`config.mk`:
```
export PLATFORM = sky130hd
export DESIGN_NAME = pipeline_hazard_ctrl
export DESIGN_NICKNAME = d
export VERILOG_FILES = /design/src/rtl/pipeline_hazard_ctrl_pkg.sv /design/src/rtl/pipeline_hazard_ctrl_hazard_detect.sv /design/src/rtl/pipeline_hazard_ctrl.sv
export SDC_FILE = /design/constraint.sdc
export NUM_CORES = 1
export LEC_CHECK = 0
export BUFFER_PORTS_ARGS = -buffer_cell sky130_fd_sc_hd__buf_2
export CAP_MARGIN = 20
export CORE_UTILIZATION = 40
export CTS_BUF_LIST = sky130_fd_sc_hd__clkbuf_2 sky130_fd_sc_hd__clkbuf_4 sky130_fd_sc_hd__clkbuf_8
export DETAILED_ROUTE_END_ITERATION = 7
export MAX_ROUTING_LAYER = met4
export PLACE_DENSITY = 0.7
export SLEW_MARGIN = 20
export SYNTH_ARGS = -nofsm -noshare
export SYNTH_HDL_FRONTEND = slang
export SYNTH_SLANG_ARGS = --single-unit
```
`constraint.sdc`:
```
create_clock -name clk -period 4.4 [get_ports clk]
set_input_delay 0.66 -clock clk [delete_from_list [all_inputs] [get_ports clk]]
set_output_delay 0.66 -clock clk [all_outputs]
set_load 0.01 [all_outputs]
```
`src/rtl/pipeline_hazard_ctrl_pkg.sv`:
```
// Shared types for the pipeline hazard controller: FSM state encoding,
// the default register-index width and the per-stage control bundle.
package pipeline_hazard_ctrl_pkg;

  localparam int REG_AW_DEF = 4;

  typedef enum logic {
    RUN      = 1'b0,
    MEM_WAIT = 1'b1
  } state_e;

  // One freeze/flush pin per stage register that this block steers.
  typedef struct packed {
    logic freeze_if;
    logic freeze_id;
    logic freeze_exe;
    logic freeze_mem;
    logic flush_if;
    logic flush_id;
    logic flush_wb;
  } stage_ctrl_t;

  // Nothing held, nothing cleared.
  localparam stage_ctrl_t CTRL_IDLE = '0;

  // Memory stall: hold everything up to MEM and push a bubble into WB.
  localparam stage_ctrl_t CTRL_MEM_STALL = '{
    freeze_if: 1'b1, freeze_id: 1'b1, freeze_exe: 1'b1, freeze_mem: 1'b1,
    flush_if: 1'b0, flush_id: 1'b0, flush_wb: 1'b1};

  // Taken branch: squash the two wrong-path instructions behind EXE.
  localparam stage_ctrl_t CTRL_BRANCH = '{
    freeze_if: 1'b0, freeze_id: 1'b0, freeze_exe: 1'b0, freeze_mem: 1'b0,
    flush_if: 1'b1, flush_id: 1'b1, flush_wb: 1'b0};

  // RAW hazard: hold fetch and insert a bubble into EXE.
  localparam stage_ctrl_t CTRL_HAZARD = '{
    freeze_if: 1'b1, freeze_id: 1'b0, freeze_exe: 1'b0, freeze_mem: 1'b0,
    flush_if: 1'b0, flush_id: 1'b1, flush_wb: 1'b0};

endpackage

```
`src/rtl/pipeline_hazard_ctrl_hazard_detect.sv`:
```
// Combinational RAW hazard detection between the ID sources and the
// EXE/MEM destinations. Defining HAZARD_FWD_EN assumes a forwarding unit,
// so only a load in EXE feeding ID (load-use) remains a hazard.
module hazard_detect
  import pipeline_hazard_ctrl_pkg::*;
#(
  parameter int REG_AW = REG_AW_DEF
) (
  input  logic [REG_AW-1:0] id_src1,
  input  logic [REG_AW-1:0] id_src2,
  input  logic              id_two_src,
  input  logic              id_src_valid,
  input  logic              exe_wb_en,
  input  logic              exe_mem_read,
  input  logic [REG_AW-1:0] exe_dest,
  input  logic              mem_wb_en,
  input  logic [REG_AW-1:0] mem_dest,
  output logic              hazard
);

  logic src1_exe, src2_exe, src1_mem, src2_mem;

  // Raw source/destination matches; src2 only counts when it is a real operand.
  always_comb begin
    src1_exe = (id_src1 == exe_dest);
    src2_exe = id_two_src && (id_src2 == exe_dest);
    src1_mem = (id_src1 == mem_dest);
    src2_mem = id_two_src && (id_src2 == mem_dest);
  end

`ifdef HAZARD_FWD_EN
  // Forwarded results cover everything except a load still in EXE.
  logic unused_fwd;
  assign unused_fwd = ^{mem_wb_en, src1_mem, src2_mem};

  always_comb begin
    hazard = id_src_valid && exe_mem_read && exe_wb_en && (src1_exe || src2_exe);
  end
`else
  // Without forwarding any pending write in EXE or MEM blocks the reader.
  logic unused_fwd;
  assign unused_fwd = exe_mem_read;

  always_comb begin
    hazard = id_src_valid &&
             ((exe_wb_en && (src1_exe || src2_exe)) ||
              (mem_wb_en && (src1_mem || src2_mem)));
  end
`endif

endmodule

```
`src/rtl/pipeline_hazard_ctrl.sv`:
```
// Central pipeline control: memory-wait FSM with timeout, branch flush and
// RAW-hazard stall, prioritised into per-stage freeze/flush pins, plus
// saturating stall/flush performance counters.
// Optional macro: HAZARD_FWD_EN (forwarding present, load-use stalls only).
module pipeline_hazard_ctrl
  import pipeline_hazard_ctrl_pkg::*;
#(
  parameter int REG_AW      = REG_AW_DEF,
  parameter int MEM_TIMEOUT = 64,
  parameter int CNT_W       = 16
) (
  input  logic              clk,
  input  logic              rst_n,
  input  logic [REG_AW-1:0] id_src1,
  input  logic [REG_AW-1:0] id_src2,
  input  logic              id_two_src,
  input  logic              id_src_valid,
  input  logic              exe_wb_en,
  input  logic              exe_mem_read,
  input  logic [REG_AW-1:0] exe_dest,
  input  logic              mem_wb_en,
  input  logic [REG_AW-1:0] mem_dest,
  input  logic              branch_taken,
  input  logic              mem_req,
  input  logic              mem_ready,
  output logic              freeze_if,
  output logic              freeze_id,
  output logic              freeze_exe,
  output logic              freeze_mem,
  output logic              flush_if,
  output logic              flush_id,
  output logic              flush_wb,
  output logic              mem_err,
  output logic [CNT_W-1:0]  stall_cnt,
  output logic [CNT_W-1:0]  flush_cnt
);

  localparam int              WAIT_W    = $clog2(MEM_TIMEOUT);
  localparam logic [WAIT_W-1:0] WAIT_LAST = WAIT_W'(MEM_TIMEOUT - 1);

  state_e            state;
  logic [WAIT_W-1:0] wait_cnt;
  logic              hazard;
  logic              timeout;
  logic              mem_stall;
  stage_ctrl_t       ctrl;

  hazard_detect #(.REG_AW(REG_AW)) u_hazard_detect (
    .id_src1      (id_src1),
    .id_src2      (id_src2),
    .id_two_src   (id_two_src),
    .id_src_valid (id_src_valid),
    .exe_wb_en    (exe_wb_en),
    .exe_mem_read (exe_mem_read),
    .exe_dest     (exe_dest),
    .mem_wb_en    (mem_wb_en),
    .mem_dest     (mem_dest),
    .hazard       (hazard)
  );

  // Stall/timeout decode from FSM state and the memory handshake.
  always_comb begin
    timeout   = (state == MEM_WAIT) && !mem_ready && (wait_cnt == WAIT_LAST);
    mem_stall = (state == RUN) ? (mem_req && !mem_ready) : (!mem_ready && !timeout);
  end

  // Priority mux: memory stall > branch flush > data hazard; silent in reset.
  always_comb begin
    // NOTE: assign a default before any branch so no path leaves ctrl unassigned (which would infer a latch).
    ctrl = CTRL_IDLE;
    if (rst_n) begin
      if (mem_stall)         ctrl = CTRL_MEM_STALL;
      else if (branch_taken) ctrl = CTRL_BRANCH;
      else if (hazard)       ctrl = CTRL_HAZARD;
    end
  end

  assign freeze_if  = ctrl.freeze_if;
  assign freeze_id  = ctrl.freeze_id;
  assign freeze_exe = ctrl.freeze_exe;
  assign freeze_mem = ctrl.freeze_mem;
  assign flush_if   = ctrl.flush_if;
  assign flush_id   = ctrl.flush_id;
  assign flush_wb   = ctrl.flush_wb;

  // Memory-wait FSM with wait counter and sticky timeout flag.
  always_ff @(posedge clk or negedge rst_n) begin
    // NOTE: sequential state uses non-blocking assignments so every flop samples pre-edge values.
    if (!rst_n) begin
      state    <= RUN;
      wait_cnt <= '0;
      mem_err  <= 1'b0;
    end else begin
      case (state)
        RUN: begin
          if (mem_req && !mem_ready) begin
            state    <= MEM_WAIT;
            wait_cnt <= '0;
          end
        end
        MEM_WAIT: begin
          if (mem_ready) begin
            state <= RUN;
          end else if (wait_cnt == WAIT_LAST) begin
            state   <= RUN;
            mem_err <= 1'b1;
          end else begin
            wait_cnt <= wait_cnt + WAIT_W'(1);
          end
        end
        default: state <= RUN;
      endcase
    end
  end

  // Saturating performance counters: frozen-fetch cycles and branch flushes.
  always_ff @(posedge clk or negedge rst_n) begin
    if (!rst_n) begin
      stall_cnt <= '0;
      flush_cnt <= '0;
    end else begin
      if (ctrl.freeze_if && (stall_cnt != '1)) stall_cnt <= stall_cnt + CNT_W'(1);
      if (ctrl.flush_if  && (flush_cnt != '1)) flush_cnt <= flush_cnt + CNT_W'(1);
    end
  end

endmodule

```
# Word-level counts from Yosys, hierarchy flattened

Index checks and enable logic that the tools add are counted.

Register bits: 40
Input port bits: 26
Output and inout port bits: 40
Logic and storage cells: 51

Add/sub/neg operators: 3
Equal/unequal tests: 10
Muxes and demuxes: 13
Bitwise logic cells: 2
Reduce and logical (&&, ||, !) cells: 18

Operators by type and width:

| kind                    | number |
|---|---|
| $add A16 B1 Y16 const B | 2 |
| $ne A16 B16 Y1 const B  | 2 |
| $mux W7                 | 4 |
| $mux W6                 | 3 |
| $eq A4 B4 Y1            | 4 |
| $pmux W6 S2             | 1 |
| $logic_and A1 B1 Y1     | 11 |
| $add A6 B1 Y6 const B   | 1 |
| $eq A6 B6 Y1 const B    | 1 |
| $reduce_and A3 Y1       | 2 |
| $mux W1                 | 4 |
| $ne A2 B2 Y1 const B    | 2 |
| $logic_or A1 B1 Y1      | 3 |
| $logic_not A1 Y1        | 2 |
| $ne A2 B1 Y1 const B    | 1 |
| $not A1 Y1              | 2 |
| $pmux W1 S2             | 1 |

# Logic depth before layout (Yosys ltp)

Depth in word-level cells: 11
Gate-level depth with buffers: 9
Mapped depth without buffers: 8

# Cells and area by module

A second synthesis with hierarchy kept.

Cell total of the unflattened synthesis: 221
Area, all modules: 2299.7 um2

Modules (own cells, without submodules):

| module               | instances | cells an instance | area an instance (um2) | seq. area each (um2) |
|---|---|---|---|---|
| pipeline_hazard_ctrl | 1         | 196               | 2110.8                 | 1001.0 |
| hazard_detect        | 1         | 25                | 188.9                  | 0.0 |

# Worst setup path after synthesis

Ideal clock, no wire load.

Kind: input-to-output
From: input port id_src2[0]
To: output port flush_id
Arrival: 1630 ps
Data required time: 3740 ps
Path slack: 2110 ps
Stages: 6
Buffers on the path: 0
Cell sequence: xor2_1 -> a211o_1 -> nor3_1 -> a21o_1 -> o311ai_2 -> a21oi_1

Longest elaborated chain between the ends: 10
Elaborated cells between the ends (all ways): 14
Those cells by class: eq/ne (2); mux (4); reduce/logical (8)

RTL lines:

| what                                   | line                                                                               | text |
|---|---|---|
| from (decl)                            | pipeline_hazard_ctrl.sv:15                                                         | `input logic [REG_AW-1:0] id_src2,` |
| $eq A4 B4 Y1 (on tied branches)        | pipeline_hazard_ctrl_hazard_detect.sv:26, pipeline_hazard_ctrl_hazard_detect.sv:28 |  |
| $logic_and A1 B1 Y1 (on tied branches) | pipeline_hazard_ctrl_hazard_detect.sv:26, pipeline_hazard_ctrl_hazard_detect.sv:28 |  |
| $logic_or A1 B1 Y1 (on tied branches)  | pipeline_hazard_ctrl_hazard_detect.sv:46, pipeline_hazard_ctrl_hazard_detect.sv:47 |  |
| $logic_and A1 B1 Y1 (on tied branches) | pipeline_hazard_ctrl_hazard_detect.sv:46, pipeline_hazard_ctrl_hazard_detect.sv:47 |  |
| $logic_or A1 B1 Y1 (*)                 | pipeline_hazard_ctrl_hazard_detect.sv:46                                           | `((exe_wb_en && (src1_exe \|\| src2_exe)) \|\|` |
| $logic_and A1 B1 Y1 (*)                | pipeline_hazard_ctrl_hazard_detect.sv:45                                           | `hazard = id_src_valid &&` |
| $mux W7 (*)                            | pipeline_hazard_ctrl.sv:74                                                         | `else if (hazard) ctrl = CTRL_HAZARD;` |
| $mux W7 (*)                            | pipeline_hazard_ctrl.sv:73                                                         | `else if (branch_taken) ctrl = CTRL_BRANCH;` |
| $mux W7 (*)                            | pipeline_hazard_ctrl.sv:72                                                         | `if (mem_stall) ctrl = CTRL_MEM_STALL;` |
| $mux W7 (*)                            | pipeline_hazard_ctrl.sv:71                                                         | `if (rst_n) begin` |
| to (decl)                              | pipeline_hazard_ctrl.sv:31                                                         | `output logic flush_id,` |

Mark *: on every way between the ends. The rest lies on a longest branch, timed or not.

# Worst setup path in the final report

Same ends and word-level chain as after synthesis.

==> metrics.txt <==
via count 1651; CTS Buffer Depth 2; asr flop ratio synth 1.000; nets 289; Num CTS Buffers 5; Final min period 2.612 ns; DRT Wirelength 4409 um; crit path DAT 1.95 ns; flop-to-flop setup slack 2.28 ns; PwrDens 373.2 mW/mm2; CTS tree done; vias in the first global route 1574; pre-CTS setup slack 1.822 ns; CP Buf/Inv Count 2; drt wl/cell 13.36 um; final hold vios 0; final antenna-violating net count 0; Util after Layout 0.5088; clock latency on the worst-skew pair 0.30 ns; hold-fix buffer count after cts 0; ANT cells 0; HP Class input pin to asynchronous set/reset pin; post_cts resized 0; count leader, synth dfrtp_1; top cells by area, synth dfrtp_1, xnor2_1, xor2_1, nand4_1, nand2_1; Post-DP Area 0.002519 mm2; DRT iter0 DRCs 40; DRC 0; Crit-path slowest cell o311ai_2; routability cong. 0.9221; DP Wirelength 3308 um; H-Tree Depth 2; final setup fails 0; die area 0.005658 mm2; Startpoint Class input pin; P&R area growth vs syn 21.94%; register bit total from synthesis 40; Seq/Total Area, Yosys 0.4667; die height 75.22 um; worst path cell trace buf_2, xor2_1, a211o_1, nor3_1, a21o_1, o311ai_2, a21oi_1, buf_2; RSZ-0062 raised after global routing false; largest net degree at the start of global routing 41; post-synth top area cell dfrtp_1; Setup crit end kind output port; top cells by count, synth dfrtp_1, xnor2_1, nand2_1, nand4_1, xor2_1; R2R cell count 7; EDFF count, synth 0; CORE AREA 0.005140 mm2; Clock Skew 0.005878 ns; Setup Buffers After CTS 0; syn_nets 223; num rows 26; Synth Instances 194; Largest stage delay, worst path 0.39 ns; Crit path top cell by count buf_2; die width 75.22 um; ys flop type dfrtp_1; Clk pin slew, worst setup/hold paths 0.08 ns; CTS Sinks 40; initial core utilization 0.4172; IO Port Bufs 64; I/O pins 66; post-route cell area 0.002615 mm2; Filler Cell Count 507; CTS root buf clkbuf_8; run status finished, final reports clean; layout cells sized above 1 0.3346; final max-slew violation count 0; GRT Util Overall 0.1761; Fmax 382.8 MHz; syn avg cell area 11.05 um2; Crit path max-delay family compound AO/OA/AOI/OAI gates; Critical Path RT 3.74 ns; setup TNS 0 ns; worst-margin pin slew 0.4952 ns; worst-path maximum fanout 3; Worst slew margin 0.6699; WP depth 8; critical path class input pin to output port; Yosys warning count 0; worst vdd ir 224.9 uV; Pleak 1.288 nW; max-cap viol count 0; drt pass-1 iters 6; Setup WS post-layout 1.788 ns; final global-route overflow total 0; top cell type's share of synthesized area 0.4667; Design Power 0.9760 mW; Netlist Area Pre-Place 0.002145 mm2; initial antenna violation count 0; fin crit share 0.5937; Synth cell types 45; via-per-instance ratio 5.003; first-pass GRT wire length 7120 um
==> kinds of logic after synthesis <==
family | synth area share
buffers and inverters | 0.02975
AOI/OAI and AO/OA | 0.08694
xor gates and xnor gates | 0.1756
adders and majority gates | 0.01750
and+or+nand+nor | 0.2077
muxes | 0.01575
DFF | 0.4667
==> metal layers <==
layer	vias to the layer above	wire length (um)	track usage
li1	812	-	-
met1	793	1960	0.2213
met2	37	2164	0.2683
met3	9	184	0.05355
met4	0	99	0.06584
met5	-	0	-
==> flip-flops by register name (all words and copies together), names as in the netlist <==
name	flops
stall_cnt	16
state	1
wait_cnt	6
flush_cnt	16
mem_err	1
==> through the flow <==
step	cells	hold WS, ns
finish	330	0.4736
global route	330	0.5108
CTS	330	0.4813
detailed placement	323	0.4609
global placement	323	0.4584
floorplan	194	0.3644
==> where the power goes <==
part	internal (mW)	switching, mW
Sequential	0.421	0.0649
Clock	0.140	0.126
Combinational	0.106	0.118
==> cells in the final DEF (no fill, tap or decap), drive strengths merged, types with 4 or more instances in the layout <==
cell and n:
nand2b 4, nand3 7, nand2 16, dfrtp 40, inv 6, nand4 15, xor2 14, and3 8
buf 65, xnor2 29, nor2 10, clkbuf 7
==> worst paths after layout <==
check | to | from
max in group asynchronous | flush_cnt[6] | rst_n
hold / removal | wait_cnt[3] | rst_n
setup / recovery | flush_id | id_src2[0]
hold reg to reg | mem_err | mem_err
setup reg to reg | stall_cnt[1] | stall_cnt[6]
min in group clk | mem_err | mem_err
==> final cells by class <==
| type | count | area, um2 | area share |
|---|---|---|---|
| Multi-Input combinational cell | 142 | 1080 | 0.4129 |
| Sequential cell | 40 | 1001 | 0.3828 |
| Timing Repair Buffer | 65 | 327.8 | 0.1254 |
| Clock buffer | 7 | 96.34 | 0.03684 |
| Tap cell | 70 | 87.58 | 0.03349 |
| Inverter | 6 | 22.52 | 0.008612 |
No activity file was read; power rests on OpenSTA's default activity.
